`src/rtl/riscv_pkg.sv`:
```
// Shared bus-width, arbiter state encoding and starvation default for the core's memory port.
package riscv_pkg;

    localparam int unsigned XLEN           = 32;
    localparam int unsigned STARVE_MAX_DEF = 4;

    typedef enum logic [1:0] {
        IDLE    = 2'd0,
        IF_BUSY = 2'd1,
        LS_BUSY = 2'd2
    } arb_state_e;

endpackage

```
`src/rtl/bus_arb.sv`:
```
// Two-requester memory arbiter: load/store has priority, but a waiting fetch wins once
// it has been passed over STARVE_MAX times in a row.
module bus_arb
    import riscv_pkg::*;
#(
    parameter int unsigned STARVE_MAX = STARVE_MAX_DEF
) (
    input  logic            clk,
    input  logic            rst,

    input  logic            if_req,
    input  logic [XLEN-1:0] if_addr,
    output logic            if_ack,
    output logic [XLEN-1:0] if_rdata,

    input  logic            ls_req,
    input  logic            ls_we,
    input  logic [XLEN-1:0] ls_addr,
    input  logic [XLEN-1:0] ls_wdata,
    output logic            ls_ack,
    output logic [XLEN-1:0] ls_rdata,

    output logic            mem_req,
    output logic            mem_we,
    output logic [XLEN-1:0] mem_addr,
    output logic [XLEN-1:0] mem_wdata,
    input  logic            mem_ack,
    input  logic [XLEN-1:0] mem_rdata,

    output logic            hold2ctrl
);

    localparam int unsigned CNT_W = $clog2(STARVE_MAX + 1);

    arb_state_e        state_q;
    arb_state_e        state_d;
    logic [CNT_W-1:0]  starve_q;
    logic [CNT_W-1:0]  starve_d;
    logic              mem_req_d;
    logic              mem_we_d;
    logic [XLEN-1:0]   mem_addr_d;
    logic [XLEN-1:0]   mem_wdata_d;
    logic              starved;

    assign starved = (starve_q == CNT_W'(STARVE_MAX));

    // State and registered memory-side request
    always_ff @(posedge clk or posedge rst) begin
        if (rst) begin
            state_q   <= IDLE;
            starve_q  <= '0;
            mem_req   <= 1'b0;
            mem_we    <= 1'b0;
            mem_addr  <= '0;
            mem_wdata <= '0;
        end else begin
            state_q   <= state_d;
            starve_q  <= starve_d;
            mem_req   <= mem_req_d;
            mem_we    <= mem_we_d;
            mem_addr  <= mem_addr_d;
            mem_wdata <= mem_wdata_d;
        end
    end

    // Arbitration and next-state; mem_* only change on a grant or on completion
    always_comb begin
        state_d     = state_q;
        starve_d    = starve_q;
        mem_req_d   = mem_req;
        mem_we_d    = mem_we;
        mem_addr_d  = mem_addr;
        mem_wdata_d = mem_wdata;
        case (state_q)
            IDLE: begin
                if (ls_req && !(if_req && starved)) begin
                    state_d     = LS_BUSY;
                    mem_req_d   = 1'b1;
                    mem_we_d    = ls_we;
                    mem_addr_d  = ls_addr;
                    mem_wdata_d = ls_wdata;
                    if (if_req) begin
                        starve_d = starved ? starve_q : starve_q + CNT_W'(1);
                    end else begin
                        starve_d = '0;
                    end
                end else if (if_req) begin
                    state_d     = IF_BUSY;
                    mem_req_d   = 1'b1;
                    mem_we_d    = 1'b0;
                    mem_addr_d  = if_addr;
                    mem_wdata_d = '0;
                    starve_d    = '0;
                end
            end
            IF_BUSY, LS_BUSY: begin
                if (mem_ack) begin
                    state_d   = IDLE;
                    mem_req_d = 1'b0;
                end
            end
            default: begin
                state_d   = IDLE;
                mem_req_d = 1'b0;
            end
        endcase
    end

    // Completion is forwarded straight from memory to the owning requester
    assign if_ack    = (state_q == IF_BUSY) && mem_ack && !rst;
    assign ls_ack    = (state_q == LS_BUSY) && mem_ack && !rst;
    assign if_rdata  = if_ack ? mem_rdata : '0;
    assign ls_rdata  = ls_ack ? mem_rdata : '0;
    assign hold2ctrl = (ls_req && !ls_ack) || (if_req && !if_ack);

endmodule
```
`config.mk`:
```
export PLATFORM = sky130hd
export DESIGN_NAME = bus_arb
export DESIGN_NICKNAME = d
export VERILOG_FILES = /design/src/rtl/riscv_pkg.sv /design/src/rtl/bus_arb.sv
export SDC_FILE = /design/constraint.sdc
export NUM_CORES = 1
export LEC_CHECK = 0
export BUFFER_PORTS_ARGS = -buffer_cell sky130_fd_sc_hd__buf_2
export CAP_MARGIN = 5
export CORE_MARGIN = 5
export CORE_UTILIZATION = 42
export DETAILED_ROUTE_END_ITERATION = 10
export MAX_ROUTING_LAYER = met4
export PLACE_DENSITY = 0.93
export SYNTH_ARGS = -nofsm -noshare
export SYNTH_HDL_FRONTEND = slang
export SYNTH_SLANG_ARGS = --single-unit
```
`constraint.sdc`:
```
create_clock -name clk -period 2.8 [get_ports clk]
set_input_delay 0.42 -clock clk [delete_from_list [all_inputs] [get_ports clk]]
set_output_delay 0.42 -clock clk [all_outputs]
set_load 0.1 [all_outputs]
```
# --- Yosys cells after proc, flatten, opt, wreduce, memory -nomap -nowiden ---
# Index checks and enable logic that the tools add are counted.
# Widths: inputs -> output; s select.
totals:
  wordCells: 52
  ff_bits: 71
  in_bits: 134
  output_inout_bits: 133
classes:
  n_eq_ne: 6
  add_sub_neg: 1
  reduce_logical: 19
  mux: 20
op_table:
  columns: ["operator", "count"]
  rows:
  - ["$mux 32", 6]
  - ["$mux 3", 4]
  - ["$logic_and 1x1->1", 8]
  - ["$mux 2", 3]
  - ["$ne 3x3->1 const B", 2]
  - ["$mux 1", 5]
  - ["$logic_not 1->1", 4]
  - ["$pmux 2 s2", 1]
  - ["$reduce_and 2->1", 2]
  - ["$add 3x1->3 const B", 1]
  - ["$eq 3x3->1 const B", 1]
  - ["$reduce_and 3->1", 1]
  - ["$eq 2x1->1 const B", 1]
  - ["$eq 2x2->1 const B", 1]
  - ["$logic_not 2->1", 1]
  - ["$ne 2x2->1 const B", 1]
  - ["$pmux 1 s2", 1]
  - ["$reduce_bool 2->1", 1]
  - ["$reduce_or 2->1", 1]
  - ["$logic_or 1x1->1", 1]

# --- Longest topological paths before layout ---
# Gate-level depths: netlist of the first run.
depth:
  depth_word: 6
  ltp_mapped: 8
  ltp_nobuf: 5

# --- Least setup slack after synthesis of the first run ---
# Ideal clock, no wire load.
synth_path:
  path_type: "input port to output port"
  from: "input port rst"
  to: "output port hold2ctrl"
  required_ns: 2.380
  t_arrival_ns: 3.234
  stages: 5
  n_path_buf: 2
  slack_ns: -0.854
  path_cell_list: "inv_2 -> and3_1 -> clkbuf_1 -> buf_2 -> o22ai_1"
synth_between:
  elab_chain_len: 5
  word_cells_on_any_way: 8
  classes_between: "reduce/logical: 8"
synth_lines:
  columns: ["element", "line_no", "source"]
  rows:
  - ["start, declared", "bus_arb.sv:9", "input logic rst,"]
  - ["$logic_not 1->1", "bus_arb.sv:110", "assign if_ack = (state_q == IF_BUSY) && mem_ack && !rst;"]
  - ["$logic_and 1x1->1", "bus_arb.sv:110", null]
  - ["via if_ack", "bus_arb.sv:13", "output logic if_ack,"]
  - ["$logic_not 1->1", "bus_arb.sv:114", "assign hold2ctrl = (ls_req && !ls_ack) || (if_req && !if_ack);"]
  - ["$logic_and 1x1->1", "bus_arb.sv:114", null]
  - ["$logic_or 1x1->1", "bus_arb.sv:114", null]
  - ["end, declared", "bus_arb.sv:30", "output logic hold2ctrl"]
# The timed path passes the listed nets, and every way through them passes these cells.

# --- Final worst setup path of the first run ---
layout_path:
  from: "register state_q[1]"
  to: "output port if_rdata[7]"
layout_between:
  elab_chain_len: 4
layout_lines:
  columns: ["element", "line_no", "source"]
  rows:
  - ["start, declared", "bus_arb.sv:35", "arb_state_e state_q;"]
  - ["start signal, assigned", "bus_arb.sv:57", "state_q <= state_d;"]
  - ["$eq 2x1->1", "bus_arb.sv:110", null]
  - ["$logic_and 1x1->1 (2 in a row)", "bus_arb.sv:110", null]
  - ["$mux 32", "bus_arb.sv:112", "assign if_rdata = if_ack ? mem_rdata : '0;"]
  - ["end, declared", "bus_arb.sv:14", "output logic [XLEN-1:0] if_rdata,"]
# Every way passes these cells.

==> results of run 1 <==
[registers in the layout, indices dropped and copies added (netlist names)]
name / flops
starve_q: 3
mem_wdata: 32
mem_we: 1
mem_addr: 32
mem_req: 1
state_q: 2
[cells by family (layout without fill, tap and decap cells)]
kind of cell,after synthesis,count (layout)
and+or+nand+nor,237,237
AOI/OAI and AO/OA,76,76
DFF,71,71
buffers and inverters,49,299
adders and majority gates,5,5
other,0,3
[per-layer routing]
layer  up-vias  share of wire [%]  track usage, %
met2       253                 52            46.4
li1       1959                  -               -
met4         0                3.1            9.95
met5         -                  0               -
met3        34                8.4            7.22
met1      2007                 36            30.3
[critical path: stages (launching register included)]
cell,delay [ps]
dfrtp_1,400
inv_1,90
ha_1,150
and3_1,490
buf_4,310
and2_1,230
buf_12,190
[layout by cell type (no fill, tap or decap), types with 2 or more instances in the layout]
master	synthesis	layout
o211ai_1	2	2
a22o_1	2	2
inv_1	6	6
buf_2	10	200
bufinv_16	0	2
o211ai_2	30	30
nand2b_1	2	2
buf_12	0	66
ha_1	5	5
o21ai_1	34	34
and2_1	64	48
buf_4	4	10
nand4_1	33	33
diode_2	0	3
dfrtp_1	71	71
and2_4	1	4
nand2_1	132	132
and3_1	2	2
clkbuf_8	0	10
and2_2	0	13
[final cells by class]
cell class / count / area share (%)
flip-flops and latches: 71 / 27.4
diodes: 3 / 0.116
clock buffers: 10 / 2.13
clock inverters: 5 / 1.26
well taps: 111 / 2.14
inverters: 8 / 0.502
multi-input cells: 318 / 29.4
repair buffers: 276 / 37.0
[metrics by stage]
stage                     setup slack (ps)  setup TNS, ps
after CTS                              170              0
after detailed placement               563              0
after global routing                  21.8              0
final                                  172              0
after floorplan                      -30.1           -387
after global placement                 668              0
[final timing paths]
check,start,endpoint,cells past startpoint
max in group asynchronous,rst,mem_wdata[16],3
max,state_q[1],if_rdata[7],6
max reg2reg,starve_q[0],starve_q[2],5
min reg2reg,mem_wdata[5],mem_wdata[5],2
min in group asynchronous,rst,mem_addr[22],3
min,ls_wdata[8],mem_wdata[8],3
==> results.py, run 1 <==
metrics = {
    "run": {
        "drv_cap": 0,
    },
    "synthesis": {
        "postSynth.asyncResetShare_pct": 100,
        "synth_most_common_cell": "nand2_1",
        "yosys-top-cells-count": "nand2_1 (132), dfrtp_1 (71), and2_1 (64), o21ai_1 (34), nand4_1 (33)",
        "syn_inst": 438,
        "synthesis.area_um2": 3930,
        "synth_area_per_cell_um2": 8.97,
        "ys_seq_area_share_pct": 45.2,
        "synth-seq-cells": 71,
        "synthXorXnorAreaFrac_pct": 0,
        "synth.top_cell.area_share_pct": 45.2,
        "synth_area_leader_cell": "dfrtp_1",
        "synthFlopType": "dfrtp_1",
        "netlist_top_cells_area": "dfrtp_1 (45%), nand2_1 (13%), and2_1 (10%)",
        "synth-simple-area-share_pct": 29.6,
        "synth_top_family_by_area": "simple AND/OR/NAND/NOR gates",
        "yosys_warnings": 0,
        "yosys.area_share.adder_pct": 1.59,
        "syn_nets": 577,
        "synth_compound_area_share_pct": 16.4,
        "synth-edff-count": 0,
        "synth_mux_area_share_pct": 0,
        "yosysUniqueCellTypes": 28,
    },
    "clock_network": {
        "cts_tree": "done",
        "clkTransAtPathRegs_ps": 70,
        "htree_num_levels": 3,
        "ctsHoldBuffers": 0,
        "cts-resized-gates": 0,
        "cts_num_sinks": 71,
        "cts_buffers": 9,
        "clockRootBuffer": "clkbuf_8",
        "cts_setup_buffers": 0,
        "cts_max_path_buffers": 2,
        "clock_latency_ps": 340,
    },
    "setup_path": {
        "endpoint_kind": "output port",
        "path_class": "flip-flop to output port",
        "start_kind": "flip-flop",
        "worstPathMaxFanout": 20,
        "required_ps": 2380,
        "cp_data_arrival_time_ps": 2210,
        "r2r_slack_ps": 810,
    },
    "layout": {
        "fin_util_pct": 70.4,
        "multi_input_area_um2": 1900,
        "final_area_um2": 6470,
        "synthToLayoutAreaGrowth_pct": 64.9,
        "drive_above_1_share_pct": 50.0,
        "layout.cells.non_filler": 802,
        "fillCellCount": 621,
        "layout.nets": 823,
        "final-seq-area_um2": 1780,
    },
    "routing": {
        "first_iter_violations": 433,
        "firstDrtPassIters": 6,
        "ant_nets": 0,
        "drcViolationCount": 0,
        "wl_mm": 15.3,
        "wl_per_cell_um": 19.1,
        "vias": 4253,
        "viasPerCell": 5.30,
    },
    "sta": {
        "max_freq_mhz": 381,
        "drv_slew": 0,
        "tightest_slew_ps": 893,
        "hold_viol": 0,
        "fin_crit_sh_pct": 93.8,
        "period_needed_ps": 2630,
        "setup_viol": 0,
        "rsz0062_at_grt": "no",
        "hold_ws_ps": 314,
        "skew_ps": 14.6,
        "relSlewSlack_pct": 40.5,
    },
    "floorplan": {
        "coreArea_um2": 9200,
        "fp-row-count": 35,
        "io_pins": 267,
        "floorplan.initialDensity_pct": 42.7,
        "die_w_um": 107,
        "die_h_um": 107,
        "die_area_um2": 11400,
    },
    "global_route": {
        "grt_pass1_wl_mm": 23.2,
        "first_global_vias": 4420,
        "grt_max_degree": 72,
        "antenna_found_initial": 3,
        "grt_remaining_overflow": 0,
        "grt.total_usage_pct": 27.0,
    },
    "placement": {
        "dpl_cell_area_um2": 6250,
        "place_hpwl_mm": 12.1,
        "dp_cells": 784,
        "portBuffers": 266,
        "gp_congestion": 0.898,
    },
    "outcome": {
        "status": "finished clean",
    },
    "hold_path": {
        "hold_path.class": "input port to flip-flop",
    },
}
Power of run 1 is left out: the tool's default activity adds up to more than one toggle a clock period on the data nets, which glitch-free logic cannot reach.
==> run 2, diff against run 1 <==
--- a/config.mk
+++ b/config.mk
@@ -7,8 +7,10 @@
 export LEC_CHECK = 0
 export BUFFER_PORTS_ARGS = -buffer_cell sky130_fd_sc_hd__buf_2
 export CAP_MARGIN = 5
+export CELL_PAD_IN_SITES_DETAIL_PLACEMENT = 0
+export CELL_PAD_IN_SITES_GLOBAL_PLACEMENT = 1
 export CORE_MARGIN = 5
-export CORE_UTILIZATION = 42
+export CORE_UTILIZATION = 29
 export DETAILED_ROUTE_END_ITERATION = 10
 export MAX_ROUTING_LAYER = met4
 export PLACE_DENSITY = 0.93
==> run 2 against run 1 <==
  * Cell area up 2.8%
  * Critical path depth unchanged
  * Via count down 5.2%
  * Sequential share of layout area down 0.75 points
  * Sequential cell count unchanged
==> results.py, run 2 (synthesis gave the netlist of run 1 again) <==
metrics = {
    "outcome": {
        "status": "finished clean",
    },
    "clock_network": {
        "cts_setup_buffers": 0,
        "clockRootBuffer": "clkbuf_16",
        "htree_num_levels": 3,
        "cts_tree": "done",
        "cts-resized-gates": 0,
        "cts_max_path_buffers": 2,
        "cts_buffers": 9,
        "ctsHoldBuffers": 0,
        "clkTransAtPathRegs_ps": 50,
        "cts_num_sinks": 71,
        "clock_latency_ps": 330,
    },
    "sta": {
        "relSlewSlack_pct": 33.7,
        "hold_viol": 0,
        "rsz0062_at_grt": "no",
        "max_freq_mhz": 413,
        "period_needed_ps": 2420,
        "tightest_slew_ps": 991,
        "skew_ps": 10.7,
        "fin_crit_sh_pct": 86.5,
        "drv_slew": 0,
        "setup_viol": 0,
    },
    "floorplan": {
        "coreArea_um2": 13200,
        "die_area_um2": 16000,
        "fp-row-count": 42,
        "die_w_um": 126,
        "die_h_um": 126,
        "floorplan.initialDensity_pct": 29.7,
        "io_pins": 267,
    },
    "hold_path": {
        "hold_path.class": "input port to flip-flop",
        "hold_end": "mem_wdata[0]",
        "min_from": "ls_wdata[0]",
        "hold_path_depth": 3,
    },
    "setup_path": {
        "r2r-start": "state_q[0]",
        "path_class": "flip-flop to output port",
        "required_ps": 2380,
        "worstPathMaxFanout": 25,
        "start_kind": "flip-flop",
        "worstPathCellList": "inv_1 -> ha_1 -> and3_1 -> buf_12 -> and2_1 -> buf_12",
        "cpMostUsedCell": "buf_12",
        "r2r_slack_ps": 750,
        "cpMaxStageDelayCell": "and3_1",
        "cp_top_family": "simple AND/OR/NAND/NOR gates",
        "path_buf_inv": 3,
        "cp_data_arrival_time_ps": 2000,
        "worst_r2r_path_depth": 7,
        "endpoint_kind": "output port",
        "reg2reg_to": "mem_addr[10]",
        "cpPeakStageDelay_ps": 460,
    },
    "placement": {
        "gp_congestion": 0.824,
        "portBuffers": 266,
        "dp_cells": 848,
        "place_hpwl_mm": 11.0,
    },
    "layout": {
        "layout.nets": 822,
        "final_common_cell": "buf_2",
        "top_regs": "mem_addr (32), mem_wdata (32), starve_q (3)",
        "diodes": 0,
        "synthToLayoutAreaGrowth_pct": 69.5,
        "drive_above_1_share_pct": 49.9,
        "layout.cells.non_filler": 863,
        "final_cell_mix": "buf_2 (200), nand2_1 (132), dfrtp_1 (71)",
    },
    "routing": {
        "firstDrtPassIters": 7,
        "wl_per_cell_um": 16.6,
        "first_iter_violations": 182,
        "ant_nets": 0,
        "viasPerCell": 4.67,
        "drcViolationCount": 0,
        "vias": 4033,
        "wl_mm": 14.3,
    },
    "global_route": {
        "grt_max_degree": 72,
        "grt_remaining_overflow": 0,
        "grt.total_usage_pct": 18.3,
        "grt_pass1_wl_mm": 22.7,
        "first_global_vias": 4181,
        "antenna_found_initial": 0,
    },
    "run": {
        "drv_cap": 0,
    },
}
==> run 2: changes by cell type in the layout (fill, tap and decap cells not counted) <==
| cell | delta |
|---|---|
| buf_12 | +3 |
| buf_4 | -4 |
| bufinv_16 | -1 |
| clkbuf_16 | +9 |
| clkbuf_8 | -9 |
| clkinv_4 | +1 |
| clkinvlp_4 | +1 |
| diode_2 | -3 |
| inv_6 | -1 |
==> run 2: how the worst max path moves through the flow <==
stage,startpoint,endpoint,slack [ps],cells past startpoint
final,state_q[1],if_rdata[16],380,6
after global routing,state_q[1],if_rdata[16],230,6
after detailed placement,if_req,state_q[1],660,5
after CTS,state_q[1],if_rdata[16],330,6
after floorplan,rst,if_rdata[23],-30,5
after global placement,if_req,state_q[1],730,5
==> run 2: layout make-up <==
cell class	count	area [um^2]
timing repair buffer	275	2430
multi-input combinational	318	1900
inverter	8	32.5
tap	176	220
clock buffer	10	239
fill	1228	6590
clock inverter	5	58.8
sequential	71	1780
==> run 2: worst min-delay path, stage by stage <==
cell and delay [ps]:
buf_2 90, nand2_1 50, o21ai_1 50
==> run 2: through the flow <==
step	instance area, um^2	setup WS, ps	util, %	hold WS [ps]	setup TNS [ps]
CTS	6660	331	50.3	309	0
global placement	6360	727	48.0	463	0
detailed placement	6360	661	48.0	465	0
global route	6660	228	50.3	313	0
floorplan	3960	-30.1	-	428	-387
finish	6660	379	50.3	324	0
==> run 2: metal layers <==
metal	wire, um	track usage [%]
met1	5650	22.1
met2	7070	29.1
met3	1210	6.14
met4	363	5.55
met5	0	-
Power of run 2 is left out for the same reason.
==> run 3, diff against run 2 <==
--- a/config.mk
+++ b/config.mk
@@ -7,13 +7,14 @@
 export LEC_CHECK = 0
 export BUFFER_PORTS_ARGS = -buffer_cell sky130_fd_sc_hd__buf_2
 export CAP_MARGIN = 5
-export CELL_PAD_IN_SITES_DETAIL_PLACEMENT = 0
+export CELL_PAD_IN_SITES_DETAIL_PLACEMENT = 1
 export CELL_PAD_IN_SITES_GLOBAL_PLACEMENT = 1
 export CORE_MARGIN = 5
 export CORE_UTILIZATION = 29
 export DETAILED_ROUTE_END_ITERATION = 10
 export MAX_ROUTING_LAYER = met4
 export PLACE_DENSITY = 0.93
+export SLEW_MARGIN = 20
 export SYNTH_ARGS = -nofsm -noshare
 export SYNTH_HDL_FRONTEND = slang
 export SYNTH_SLANG_ARGS = --single-unit
==> run 3 against run 2 <==
  * Clock skew is 1.6 ps lower
  * Cell area decreased by 0.24%
  * Critical endpoint is now if_rdata[1]
  * Register-to-register slack got worse by 90 ps
  * Hold slack lost 7.2 ps
  * Cell count grew 0.35%
  * Core utilization decreased by 0.12 points
==> results.py, run 3 (synthesis gave the netlist of run 1 again) <==
metrics = {
    "clock_network": {
        "cts_setup_buffers": 0,
        "cts-resized-gates": 0,
        "clockRootBuffer": "clkbuf_16",
        "htree_num_levels": 3,
        "cts_num_sinks": 71,
        "clock_latency_ps": 340,
        "cts_max_path_buffers": 2,
        "cts_tree": "done",
        "cts_buffers": 9,
        "ctsHoldBuffers": 0,
        "clkTransAtPathRegs_ps": 60,
    },
    "setup_path": {
        "crit_path_start": "state_q[1]",
        "r2r-start": "state_q[1]",
        "cpPeakStageDelay_ps": 470,
        "endpoint": "if_rdata[1]",
        "start_kind": "flip-flop",
        "worstPathCellList": "inv_1 -> ha_1 -> and3_1 -> buf_12 -> and2_1 -> buf_12",
        "path_class": "flip-flop to output port",
        "r2r_slack_ps": 660,
        "worstPathMaxFanout": 25,
        "reg2reg_to": "mem_addr[10]",
        "cp_data_arrival_time_ps": 2090,
        "worst_r2r_path_depth": 7,
        "endpoint_kind": "output port",
        "cpMostUsedCell": "buf_12",
        "required_ps": 2380,
        "cpMaxStageDelayCell": "and3_1",
    },
    "global_route": {
        "antenna_found_initial": 2,
        "grt_max_degree": 72,
        "first_global_vias": 4679,
        "grt.total_usage_pct": 22.3,
        "grt_pass1_wl_mm": 26.8,
        "grt_remaining_overflow": 0,
    },
    "floorplan": {
        "coreArea_um2": 13200,
        "fp-row-count": 42,
        "die_h_um": 126,
        "floorplan.initialDensity_pct": 29.7,
        "die_area_um2": 16000,
        "io_pins": 267,
        "die_w_um": 126,
    },
    "layout": {
        "fillCellCount": 1523,
        "multi_input_area_um2": 1900,
        "top_regs": "mem_addr (32), mem_wdata (32), starve_q (3)",
        "synthToLayoutAreaGrowth_pct": 69.1,
        "layout.cells.non_filler": 866,
        "layout.nets": 822,
        "fin_util_pct": 50.2,
        "final-seq-area_um2": 1780,
        "final_area_um2": 6640,
        "final_cell_mix": "buf_2 (200), nand2_1 (132), dfrtp_1 (71)",
        "drive_above_1_share_pct": 49.9,
        "final_common_cell": "buf_2",
    },
    "sta": {
        "max_freq_mhz": 399,
        "skew_ps": 9.17,
        "tightest_slew_ps": 1010,
        "setup_viol": 0,
        "relSlewSlack_pct": 32.7,
        "hold_viol": 0,
        "rsz0062_at_grt": "no",
        "drv_slew": 0,
        "period_needed_ps": 2510,
        "fin_crit_sh_pct": 89.5,
    },
    "run": {
        "drv_cap": 0,
    },
    "routing": {
        "drcViolationCount": 0,
        "ant_nets": 0,
        "viasPerCell": 4.90,
        "wl_mm": 17.5,
        "first_iter_violations": 142,
        "vias": 4241,
        "wl_per_cell_um": 20.2,
        "firstDrtPassIters": 4,
    },
    "placement": {
        "dp_cells": 848,
        "place_hpwl_mm": 13.8,
        "gp_congestion": 0.824,
        "portBuffers": 266,
        "dpl_cell_area_um2": 6360,
    },
    "hold_path": {
        "min_from": "ls_wdata[7]",
        "hold_path.class": "input port to flip-flop",
    },
    "outcome": {
        "status": "finished clean",
    },
}
==> run 3: changes by cell type in the layout (fill, tap and decap cells not counted), sizes merged <==
cell,change
diode,+2
clkinv,+1
clkbuf,+1
bufinv,-1
==> run 3: area by class of cell <==
| type | count | share of cell area [%] |
|---|---|---|
| flip-flops and latches | 71 | 26.8 |
| repair buffers | 275 | 36.5 |
| clock inverters | 5 | 0.509 |
| clock buffers | 11 | 3.65 |
| well taps | 176 | 3.32 |
| multi-input cells | 318 | 28.7 |
| inverters | 8 | 0.490 |
| diodes | 2 | 0.0754 |
==> run 3: worst max-delay path: cells and delay by family, from the launching register on <==
kind	cells	cell delay (ps)
flip-flops	1	400
adder cells (fa/ha/maj)	1	130
buffers and inverters	3	500
AND/OR/NAND/NOR	2	690
==> run 3: stage by stage <==
| stage | setup slack [ps] | hold WS [ps] | setup TNS [ps] |
|---|---|---|---|
| 3_5_place_dp | 660 | 476 | 0 |
| 3_3_place_gp | 727 | 463 | 0 |
| 2_1_floorplan | -30.1 | 428 | -387 |
| 5_1_grt | 151 | 313 | 0 |
| 4_1_cts | 288 | 303 | 0 |
| 6_report | 294 | 317 | 0 |
==> run 3: routing by layer <==
metal  up-vias  global-route usage, %  part of all wire (%)
li1       1963                      -                     -
met1      2071                   23.9                    37
met3        26                   6.81                   6.9
met4         0                   8.14                   2.8
met2       181                   38.7                    53
met5         -                      -                     0
==> run 3: how the worst min path moves through the flow <==
stage	endpoint	slack [ps]	cells after the start
after global routing	mem_wdata[13]	310	3
after CTS	mem_wdata[7]	300	3
after floorplan	mem_addr[0]	430	1
after global placement	mem_wdata[20]	460	2
after detailed placement	mem_addr[6]	480	2
final	mem_wdata[7]	320	3
Power of run 3 is left out for the same reason.
